## src/rtl/cmd_packet_encoder_pkg.sv

```systemverilog
// cmd_packet_encoder_pkg
//   Constants and types shared by the command packet encoder and the remote
//   decoder chain: command codes, packet geometry, byte offsets inside a
//   packet, control-byte bit positions and the encoder FSM states.
package cmd_packet_encoder_pkg;

  localparam int DATA_BIT = 32;
  localparam int PACK_NUM = 9;
  localparam int SEL_BIT  = 4;
  localparam int PKT_BITS = PACK_NUM * 8;

  localparam logic [7:0] CMD_FREQ = 8'h0A;
  localparam logic [7:0] CMD_DATA = 8'h0B;

  // Byte offsets, byte 0 is transmitted first.
  localparam int B_CMD  = 0;
  localparam int B_PAT0 = 1;
  localparam int B_CTRL = 5;
  localparam int B_AUX  = 6;
  localparam int B_PAD  = 7;
  localparam int B_CHK  = 8;

  // Bit positions inside the DATA control byte.
  localparam int CTRL_START   = 0;
  localparam int CTRL_STOP    = 1;
  localparam int CTRL_MODE    = 2;
  localparam int CTRL_SEL_LSB = 4;

  typedef enum logic [1:0] {
    S_IDLE = 2'd0,
    S_SEND = 2'd1,
    S_WAIT = 2'd2,
    S_DONE = 2'd3
  } state_t;

  function automatic logic is_known_cmd(input logic [7:0] code);
    return (code == CMD_FREQ) || (code == CMD_DATA);
  endfunction

  // Byte idx of a packet; the packet is stored with byte 0 in the top bits.
  function automatic logic [7:0] get_pkt_byte(input logic [PKT_BITS-1:0] pkt,
                                              input logic [3:0] idx);
    logic [PKT_BITS-1:0] sh;
    sh = pkt << (8 * idx);
    return sh[PKT_BITS-1 -: 8];
  endfunction

endpackage

```

## src/rtl/cmd_packet_encoder_if.sv

```systemverilog
// cmd_packet_encoder_if
//   Command bus between a command source and the packet encoder.
//   master: drives cmd_valid and the command fields, receives cmd_ready.
//   slave : receives the command, drives cmd_ready.
//   Fields: cmd (code), pattern, sel_out/start/stop/mode (DATA),
//   slow_period/fast_period (FREQ).
interface cmd_packet_encoder_if import cmd_packet_encoder_pkg::*; ();
  logic                cmd_valid;
  logic                cmd_ready;
  logic [7:0]          cmd;
  logic [DATA_BIT-1:0] pattern;
  logic [SEL_BIT-1:0]  sel_out;
  logic                start;
  logic                stop;
  logic                mode;
  logic [7:0]          slow_period;
  logic [7:0]          fast_period;

  modport master (
    output cmd_valid, cmd, pattern, sel_out, start, stop, mode,
           slow_period, fast_period,
    input  cmd_ready
  );

  modport slave (
    input  cmd_valid, cmd, pattern, sel_out, start, stop, mode,
           slow_period, fast_period,
    output cmd_ready
  );
endinterface

```

## src/rtl/cmd_packet_encoder_pkt_assemble.sv

```systemverilog
// pkt_assemble
//   Purely combinational mapping of command fields to the 72-bit packet
//   (byte 0 in bits [71:64]) including the trailing XOR checksum.
//   Inputs : cmd, pattern, sel_out, start, stop, mode, slow_period, fast_period
//   Output : packet
module pkt_assemble import cmd_packet_encoder_pkg::*; (
  input  logic [7:0]          cmd,
  input  logic [DATA_BIT-1:0] pattern,
  input  logic [SEL_BIT-1:0]  sel_out,
  input  logic                start,
  input  logic                stop,
  input  logic                mode,
  input  logic [7:0]          slow_period,
  input  logic [7:0]          fast_period,
  output logic [PKT_BITS-1:0] packet
);

  logic [7:0]  data_ctrl;
  logic [7:0]  ctrl_byte;
  logic [7:0]  aux_byte;
  logic [63:0] body;
  logic [7:0]  chk_byte;

  always_comb begin
    data_ctrl                            = 8'h00;
    data_ctrl[CTRL_START]                = start;
    data_ctrl[CTRL_STOP]                 = stop;
    data_ctrl[CTRL_MODE]                 = mode;
    data_ctrl[CTRL_SEL_LSB +: SEL_BIT]   = sel_out;
  end

  // Anything that is not DATA is laid out as FREQ; unknown codes never
  // reach the packet register, so their layout does not matter.
  assign ctrl_byte = (cmd == CMD_DATA) ? data_ctrl : slow_period;
  assign aux_byte  = (cmd == CMD_DATA) ? 8'h00     : fast_period;
  assign body      = {cmd, pattern, ctrl_byte, aux_byte, 8'h00};

  always_comb begin
    chk_byte = 8'h00;
    for (int i = 0; i < 8; i++) begin
      chk_byte = chk_byte ^ body[i*8 +: 8];
    end
  end

  assign packet = {body, chk_byte};

endmodule

```

## src/rtl/cmd_packet_encoder.sv

```systemverilog
// cmd_packet_encoder
//   Accepts one FREQ/DATA command per handshake, latches the 9-byte packet
//   and feeds it byte by byte to an external UART transmitter.
//   clk_i, rst_i      : clock, asynchronous active-high reset
//   cmd_bus (slave)   : command handshake and fields
//   tx_data_o         : byte being transmitted, held until tx_done_tick_i
//   tx_start_tick_o   : one-cycle launch pulse per byte
//   tx_done_tick_i    : transmitter finished the current byte
//   busy_o            : packet in flight
//   done_tick_o       : pulse after the last byte completed
//   err_tick_o        : pulse for each cycle an unknown code is offered in idle
module cmd_packet_encoder import cmd_packet_encoder_pkg::*; (
  input  logic                 clk_i,
  input  logic                 rst_i,
  cmd_packet_encoder_if.slave  cmd_bus,
  output logic [7:0]           tx_data_o,
  output logic                 tx_start_tick_o,
  input  logic                 tx_done_tick_i,
  output logic                 busy_o,
  output logic                 done_tick_o,
  output logic                 err_tick_o
);

  state_t              state_reg, state_next;
  logic [PKT_BITS-1:0] packet_reg;
  logic [PKT_BITS-1:0] packet_asm;
  logic [3:0]          index_reg;
  logic [7:0]          tx_data_reg;
  logic                err_reg;
  logic                accept;
  logic                reject;
  logic                last_byte;
  logic                advance;
  logic                cmd_ready;

  pkt_assemble u_pkt_assemble (
    .cmd         (cmd_bus.cmd),
    .pattern     (cmd_bus.pattern),
    .sel_out     (cmd_bus.sel_out),
    .start       (cmd_bus.start),
    .stop        (cmd_bus.stop),
    .mode        (cmd_bus.mode),
    .slow_period (cmd_bus.slow_period),
    .fast_period (cmd_bus.fast_period),
    .packet      (packet_asm)
  );

  assign accept    = (state_reg == S_IDLE) && cmd_bus.cmd_valid &&  is_known_cmd(cmd_bus.cmd);
  assign reject    = (state_reg == S_IDLE) && cmd_bus.cmd_valid && !is_known_cmd(cmd_bus.cmd);
  assign last_byte = (index_reg == 4'(PACK_NUM - 1));
  assign advance   = (state_reg == S_WAIT) && tx_done_tick_i && !last_byte;

  // State register
  always_ff @(posedge clk_i or posedge rst_i) begin
    if (rst_i) state_reg <= S_IDLE;
    else       state_reg <= state_next;
  end

  // Next-state logic
  always_comb begin
    state_next = state_reg;
    case (state_reg)
      S_IDLE: if (accept) state_next = S_SEND;
      S_SEND: state_next = S_WAIT;
      S_WAIT: if (tx_done_tick_i) state_next = last_byte ? S_DONE : S_SEND;
      S_DONE: state_next = S_IDLE;
      default: state_next = S_IDLE;
    endcase
  end

  // Datapath: the outgoing byte is loaded together with the transition into
  // S_SEND, so tx_data_o is a register and stays put until the done tick.
  always_ff @(posedge clk_i or posedge rst_i) begin
    if (rst_i) begin
      packet_reg  <= '0;
      index_reg   <= 4'd0;
      tx_data_reg <= 8'h00;
      err_reg     <= 1'b0;
    end else begin
      err_reg <= reject;
      if (accept) begin
        packet_reg  <= packet_asm;
        index_reg   <= 4'd0;
        tx_data_reg <= get_pkt_byte(packet_asm, 4'd0);
      end else if (advance) begin
        index_reg   <= index_reg + 4'd1;
        tx_data_reg <= get_pkt_byte(packet_reg, index_reg + 4'd1);
      end
    end
  end

  // Output decode from registers only
  always_comb begin
    cmd_ready       = 1'b0;
    tx_start_tick_o = 1'b0;
    busy_o          = 1'b1;
    done_tick_o     = 1'b0;
    case (state_reg)
      S_IDLE: begin
        cmd_ready = 1'b1;
        busy_o    = 1'b0;
      end
      S_SEND: tx_start_tick_o = 1'b1;
      S_DONE: done_tick_o     = 1'b1;
      default: ;
    endcase
  end

  assign cmd_bus.cmd_ready = cmd_ready;
  assign tx_data_o         = tx_data_reg;
  assign err_tick_o        = err_reg;

endmodule

```

## src/flat_wrapper.sv

```systemverilog
// flat-port wrapper written by rule: the top's interface ports become plain ports
module cmd_packet_encoder_flat import cmd_packet_encoder_pkg::*;
  (clk_i, rst_i, tx_data_o, tx_start_tick_o, tx_done_tick_i, busy_o, done_tick_o, err_tick_o, cmd_bus_cmd_valid, cmd_bus_cmd, cmd_bus_pattern, cmd_bus_sel_out, cmd_bus_start, cmd_bus_stop, cmd_bus_mode, cmd_bus_slow_period, cmd_bus_fast_period, cmd_bus_cmd_ready);
  cmd_packet_encoder_if cmd_bus_i ();
  input  logic clk_i;
  input  logic rst_i;
  output logic [7:0] tx_data_o;
  output logic tx_start_tick_o;
  input  logic tx_done_tick_i;
  output logic busy_o;
  output logic done_tick_o;
  output logic err_tick_o;
  input wire logic [$bits(cmd_bus_i.cmd_valid)-1:0] cmd_bus_cmd_valid;
  input wire logic [$bits(cmd_bus_i.cmd)-1:0] cmd_bus_cmd;
  input wire logic [$bits(cmd_bus_i.pattern)-1:0] cmd_bus_pattern;
  input wire logic [$bits(cmd_bus_i.sel_out)-1:0] cmd_bus_sel_out;
  input wire logic [$bits(cmd_bus_i.start)-1:0] cmd_bus_start;
  input wire logic [$bits(cmd_bus_i.stop)-1:0] cmd_bus_stop;
  input wire logic [$bits(cmd_bus_i.mode)-1:0] cmd_bus_mode;
  input wire logic [$bits(cmd_bus_i.slow_period)-1:0] cmd_bus_slow_period;
  input wire logic [$bits(cmd_bus_i.fast_period)-1:0] cmd_bus_fast_period;
  output wire logic [$bits(cmd_bus_i.cmd_ready)-1:0] cmd_bus_cmd_ready;
  assign cmd_bus_i.cmd_valid = cmd_bus_cmd_valid;
  assign cmd_bus_i.cmd = cmd_bus_cmd;
  assign cmd_bus_i.pattern = cmd_bus_pattern;
  assign cmd_bus_i.sel_out = cmd_bus_sel_out;
  assign cmd_bus_i.start = cmd_bus_start;
  assign cmd_bus_i.stop = cmd_bus_stop;
  assign cmd_bus_i.mode = cmd_bus_mode;
  assign cmd_bus_i.slow_period = cmd_bus_slow_period;
  assign cmd_bus_i.fast_period = cmd_bus_fast_period;
  assign cmd_bus_cmd_ready = cmd_bus_i.cmd_ready;
  cmd_packet_encoder u_core (.clk_i(clk_i), .rst_i(rst_i), .cmd_bus(cmd_bus_i), .tx_data_o(tx_data_o), .tx_start_tick_o(tx_start_tick_o), .tx_done_tick_i(tx_done_tick_i), .busy_o(busy_o), .done_tick_o(done_tick_o), .err_tick_o(err_tick_o));
endmodule
```

## config.mk

```make
export PLATFORM = sky130hd
export DESIGN_NAME = cmd_packet_encoder_flat
export DESIGN_NICKNAME = d
export VERILOG_FILES = /design/src/rtl/cmd_packet_encoder_pkg.sv /design/src/rtl/cmd_packet_encoder_if.sv /design/src/rtl/cmd_packet_encoder_pkt_assemble.sv /design/src/rtl/cmd_packet_encoder.sv /design/src/flat_wrapper.sv
export SDC_FILE = /design/constraint.sdc
export NUM_CORES = 1
export LEC_CHECK = 0
export CAP_MARGIN = 20
export CORE_UTILIZATION = 25
export CTS_CLUSTER_SIZE = 24
export DETAILED_ROUTE_END_ITERATION = 7
export SKIP_CTS_REPAIR_TIMING = 1
export SLEW_MARGIN = 20
export SYNTH_ARGS = -nofsm -noshare
export SYNTH_HDL_FRONTEND = slang
export SYNTH_SLANG_ARGS = --single-unit
```

## constraint.sdc

```tcl
create_clock -name clk_i -period 6.5 [get_ports clk_i]
set_clock_uncertainty 0.1 [all_clocks]
set_input_delay 0.975 -clock clk_i [delete_from_list [all_inputs] [get_ports clk_i]]
set_output_delay 0.975 -clock clk_i [all_outputs]
set_load 0.02 [all_outputs]
```

Word level (Yosys, flattened, before mapping):

Index checks and enable logic that the tools add are counted.

* register bits after elaboration: 79
* output and inout bits: 13
* input bits: 67
* word-level logic and storage cells: 46

* add/sub/neg operators: 1
* multiplexer cells: 14
* bitwise gates (word level): 6
* reductions and logical operators: 11
* equal/unequal tests: 8
* shifts and indexed selects: 1

Operators by type and width (count)
* 72-bit by 7-bit left shift with 72-bit output: 1
* 8-bit XOR: 6
* 8-bit 2-to-1 mux: 4
* 8-bit by 4-bit equality test with 1-bit output (second input constant): 2
* 4-bit 2-to-1 mux: 2
* 2-bit one-hot mux with 4 select lines: 1
* 2-bit 2-to-1 mux: 3
* 1-bit logical AND: 5
* 4-bit by 1-bit adder with 4-bit output (second input constant): 1
* 2-bit equality test (second input constant): 2
* 4-bit equality test (second input constant): 1
* 1-bit 2-to-1 mux: 4
* 2-bit by 1-bit equality test with 1-bit output (second input constant): 1
* 1-bit logical NOT: 2
* 2-bit logical NOT: 1
* 2-bit by 1-bit != test with 1-bit output (second input constant): 1
* 2-bit != test (second input constant): 1
* 2-bit AND reduction: 1
* 2-bit nonzero test: 1
* 1-bit logical OR: 1

Depth between registers and ports, before layout:

* word-level depth: 8
* gate-level depth with buffers: 9
* gate-level depth less buffers: 7

Modules after synthesis:

Synthesis repeated with hierarchy kept, for this count alone.

* cells, all modules: 550
* area total of the unflattened synthesis: 5053.6 um^2

By module, submodules not included
* cmd_packet_encoder: instances 1, area an instance 3996.3 um^2, sequential area each 2177.1 um^2, cells each 424
* pkt_assemble: instances 1, area an instance 1057.3 um^2, sequential area each 0.0 um^2, cells each 126

Least setup slack after synthesis:

Ideal clock, no wire load.

* path type: input -> register
* start point: input port cmd_bus_cmd[2]
* end point: register u_core.tx_data_reg[2] (netlist: u_core.tx_data_o[2])
* path slack: 3702 ps
* required time: 6274 ps
* library setup time: 126 ps
* data arrival time: 2572 ps
* stages on the path: 5
* buffers on the path: 2
* cell sequence: or4b_1 > or4_1 > clkbuf_1 > buf_6 > a311o_1

* cells in the longest elaborated chain, start to end: 4
* elaborated cells on any way between the ends: 6
* those cells by class: 2 x eq/ne; 1 x mux; 3 x reduce/logical

Ends and longest elaborated chain
* start, declared: RTL line flat_wrapper.sv:14 `input wire logic [$bits(cmd_bus_i.cmd)-1:0] cmd_bus_cmd;`
* 8-bit by 4-bit equality test with 1-bit output: RTL line cmd_packet_encoder_pkg.sv:37 `return (code == CMD_FREQ) || (code == CMD_DATA);`
* 1-bit logical OR: RTL line cmd_packet_encoder_pkg.sv:37
* 1-bit logical AND: RTL line cmd_packet_encoder.sv:48 `assign accept = (state_reg == S_IDLE) && cmd_bus.cmd_valid && is_known_cmd(cmd_bus.cmd);`
* 8-bit 2-to-1 mux / 2-bit nonzero test (equally long branches)
* end signal, assigned: RTL line cmd_packet_encoder.sv:84 `tx_data_reg <= get_pkt_byte(packet_asm, 4'd0);`
* end signal, assigned: RTL line cmd_packet_encoder.sv:87 `tx_data_reg <= get_pkt_byte(packet_reg, index_reg + 4'd1);`
* end, declared: RTL line cmd_packet_encoder.sv:28 `logic [7:0] tx_data_reg;`

Several ways; a longest one is shown, not always the timed one.
A chain may end at the register's enable or synchronous reset.

Worst setup path in the final report:

* start point: input port cmd_bus_cmd[2]
* end point: register u_core.tx_data_reg[0] (netlist: u_core.tx_data_o[0])

* cells in the longest elaborated chain, start to end: 4
* elaborated cells on any way between the ends: 6
* those cells by class: 2 x eq/ne; 1 x mux; 3 x reduce/logical

Ends and longest elaborated chain (RTL line)
* 8-bit by 4-bit equality test with 1-bit output: cmd_packet_encoder_pkg.sv:37
* 1-bit logical OR *: cmd_packet_encoder_pkg.sv:37
* 1-bit logical AND *: cmd_packet_encoder.sv:48
* 8-bit 2-to-1 mux / 2-bit nonzero test (equally long branches)

Mark *: on every way between the ends. The rest lies on a longest branch, timed or not.

==> results.md <==
- Nets: 574
- CP Launch Type: input port
- First-pass DRT Iterations: 4
- Total I/O pin count: 80
- Net Sw Frac: 32.7%
- Main synth FF type: dfrtp_1
- Hold Path Cell Cnt: 2
- First-pass GRT wire length: 18200 µm
- Final slew viol count: 0
- Synthesized area per cell: 9.60 µm²
- RSZ-0062 raised after global routing: false
- Synth warn: 0
- CTS buffer count: 9
- Cells after Synth: 433
- Fmax: 0.266 GHz
- Die extent in x: 131 µm
- Starting density of the core: 25.9%
- Synth-to-Final Area Change: 32.7%
- Vias per inst: 4.54
- Worst slew margin relative to its limit: 30.6%
- Initial antenna violation count: 0
- Netlist Area Pre-Place: 4160 µm²
- Final hold slack: 0.360 ns
- Critical path cell sequence: clkdlybuf4s50_1 -> or4b_1 -> nor4_4 -> buf_4 -> nor2_1 -> a22o_1 -> a311o_1
- CTS Root Cell: clkbuf_16
- Diode count: 0
- Setup crit end kind: flop
- Largest net degree at the start of global routing: 80
- WL final: 11200 µm
- Core area: 16100 µm²
- Sequential share of power: 35.5%
- Yosys top cell area share: 47.5%
- Final Core Density: 34.4%
- Pleak: 0.00258 µW
- TNS Setup: 0 ns
- Fillers: 1621
- DIE HEIGHT: 131 µm
- Area contributors post-synth: dfrtp_1 48%, nand2_1 12%, xnor2_1 6.7%
- Cell-internal power: 1200 µW
- Max-cap violations: 0
- GPL Wtd Cong: 0.779
- Highest net fanout along the worst path: 33
- Wire length per cell: 15.4 µm
- Final Hold Vio Count: 0
- CP max stage cell: nor4_4
- Vias in the first global route: 3500
- Maximum VDD drop: 164 µV
- Fin crit period: 3.76 ns
- Combinational share of power: 32.7%
- Syn_nets: 502
- Slowest Stage Delay on Critical Path: 0.77 ns
- Register area share after synthesis: 47.5%
- Max reg flops: 64
- CTS max path bufs: 2
- Post-synth EDFFs: 0
- H-tree Lvls: 3
- Latest clock arrival within the worst-skew pair: 0.34 ns
- Reg2reg start: u_core.index_reg[0]$_DFFE_PP0P_
- Synth area leader: dfrtp_1
- Crit Path Category: input port to flop
- Sw power: 583 µW
- Port-buffer cells: 79
- Flops & latches, synth: 79
- Pwr/cell area: 324 nW/µm²
- Cell variety after synth: 37
- Share of flip-flops with an asynchronous set or reset: 100%
- FF-to-FF path depth: 6
- DPL Wire Length: 8300 µm
- CTS Sinks: 79
- Residual DRC: 0
- Hold Path End: u_core.packet_reg[46]$_DFFE_PP0P_
- Clock-pin slew on the worst setup and hold paths: 0.06 ns
- Overall power: 1790 µW
- Grt total ovfl: 0
- Worst Tran Pin Value: 1.04 ns
- Site Rows: 46
- Clock power frac: 31.8%
- Period utilization: 57.9%
- Die area: 17200 µm²
- Initial DRC Count: 222
- Total GRT Usage: 14.3%
- TritonCTS clock tree: yes
- Layout cells sized above 1: 8.04%
- Status: complete, no violations
- Final setup vio count: 0
- Worst EP arrival: 3.88 ns
- R2R setup slack: 2.79 ns
- HP Start: u_core.packet_reg[46]$_DFFE_PP0P_
- Routed Antenna Nets: 0
- R2R Path End: u_core.tx_data_o[0]$_DFFE_PP0P_
- Vias post-DR: 3298
- Hold Crit Class: flop to flop
- Required @ worst endpoint: 6.62 ns
worst max-delay path: cells and delay by family:
kind	cells	cell delay [ns]
and+or+nand+nor	3	1.47
buffers and inverters	2	0.93
AOI/OAI and AO/OA	2	0.49
placed cells by master (no fill, tap or decap), types with 2 or more instances in the layout:
cell type and instances:
ha_1 2, nand2_1 138, a311o_1 3, nand3_1 14
buf_4 4, dfrtp_1 79, mux4_2 8, or2_2 2
and2_1 10, clkbuf_16 9, nor3_1 9, inv_1 3
mux2i_1 16, xor2_1 19, clkdlybuf4s50_1 79, a31oi_1 4
xnor2_1 32, nor2b_1 2, and3_1 2, o21ai_0 18
mux2_2 6, o32ai_1 3, a221oi_1 8, nor2_1 11
nand2b_1 5, a221o_1 2, bufinv_16 3, nand3b_1 2
clkinv_2 2
Yosys cell counts, drive strengths merged, types with 3 or more instances:
master / count
mux4: 8
a221oi: 8
inv: 4
nand2b: 5
xor2: 19
a31oi: 4
a311o: 3
and2: 10
clkbuf: 13
xnor2: 33
mux2: 6
o32ai: 3
o21ai: 18
dfrtp: 79
nor3: 10
mux2i: 16
nand2: 138
buf: 10
nand3: 14
nor2: 11
layer usage:
layer | wire (µm) | track usage (%)
met3 | 590 | 3.87
met4 | 287 | 4.67
met2 | 5790 | 25.3
met1 | 4510 | 16.8
met5 | 0 | 0
layout make-up:
type / instances / area [µm²] / area share (%)
Clock buffer: 10 / 229 / 4.15
Inverter: 4 / 15.0 / 0.272
Timing Repair Buffer: 84 / 841 / 15.2
Sequential cell: 79 / 1980 / 35.8
Tap cell: 216 / 270 / 4.90
Clock inverter: 6 / 109 / 1.97
Multi-Input combinational cell: 327 / 2080 / 37.6
logic make-up after synthesis:
| kind of cell | Yosys count | share of synthesized area [%] |
|---|---|---|
| simple gates | 202 | 21.2 |
| flops | 79 | 47.5 |
| xor+xnor | 52 | 11.1 |
| compound gates | 41 | 6.80 |
| mux | 30 | 9.81 |
| buf+inv | 27 | 2.89 |
| fa+ha+maj | 2 | 0.602 |
power groups by stage:
| stage | Combinational, µW | Sequential [µW] | Clock [µW] |
|---|---|---|---|
| 6_report | 584 | 633 | 568 |
| 5_1_grt | 645 | 647 | 601 |
| 4_1_cts | 592 | 635 | 581 |
| 3_5_place_dp | 590 | 644 | 0 |
| 3_3_place_gp | 573 | 639 | 0 |
| 2_1_floorplan | 376 | 621 | 0 |
stage by stage:
stage                     setup slack [ns]  instance area (µm²)  std cells
after floorplan                       3.40                 4160        433
after global placement                2.44                 5150        709
after detailed placement              2.39                 5150        709
after CTS                             2.75                 5490        725
after global routing                  2.45                 5520        726
final                                 2.74                 5520        726
how the worst max path moves through the flow:
stage / from / end / cells after the start
4_1_cts: cmd_bus_cmd[2] / u_core.tx_data_o[0]$_DFFE_PP0P_ / 7
3_5_place_dp: cmd_bus_cmd[2] / u_core.tx_data_o[0]$_DFFE_PP0P_ / 7
5_1_grt: u_core.index_reg[0]$_DFFE_PP0P_ / u_core.tx_data_o[0]$_DFFE_PP0P_ / 6
2_1_floorplan: rst_i / u_core.err_tick_o$_DFF_PP0_ / 1
3_3_place_gp: cmd_bus_cmd[2] / u_core.tx_data_o[0]$_DFFE_PP0P_ / 7
6_report: cmd_bus_cmd[2] / u_core.tx_data_o[0]$_DFFE_PP0P_ / 7
No activity file was read; power rests on OpenSTA's default activity.
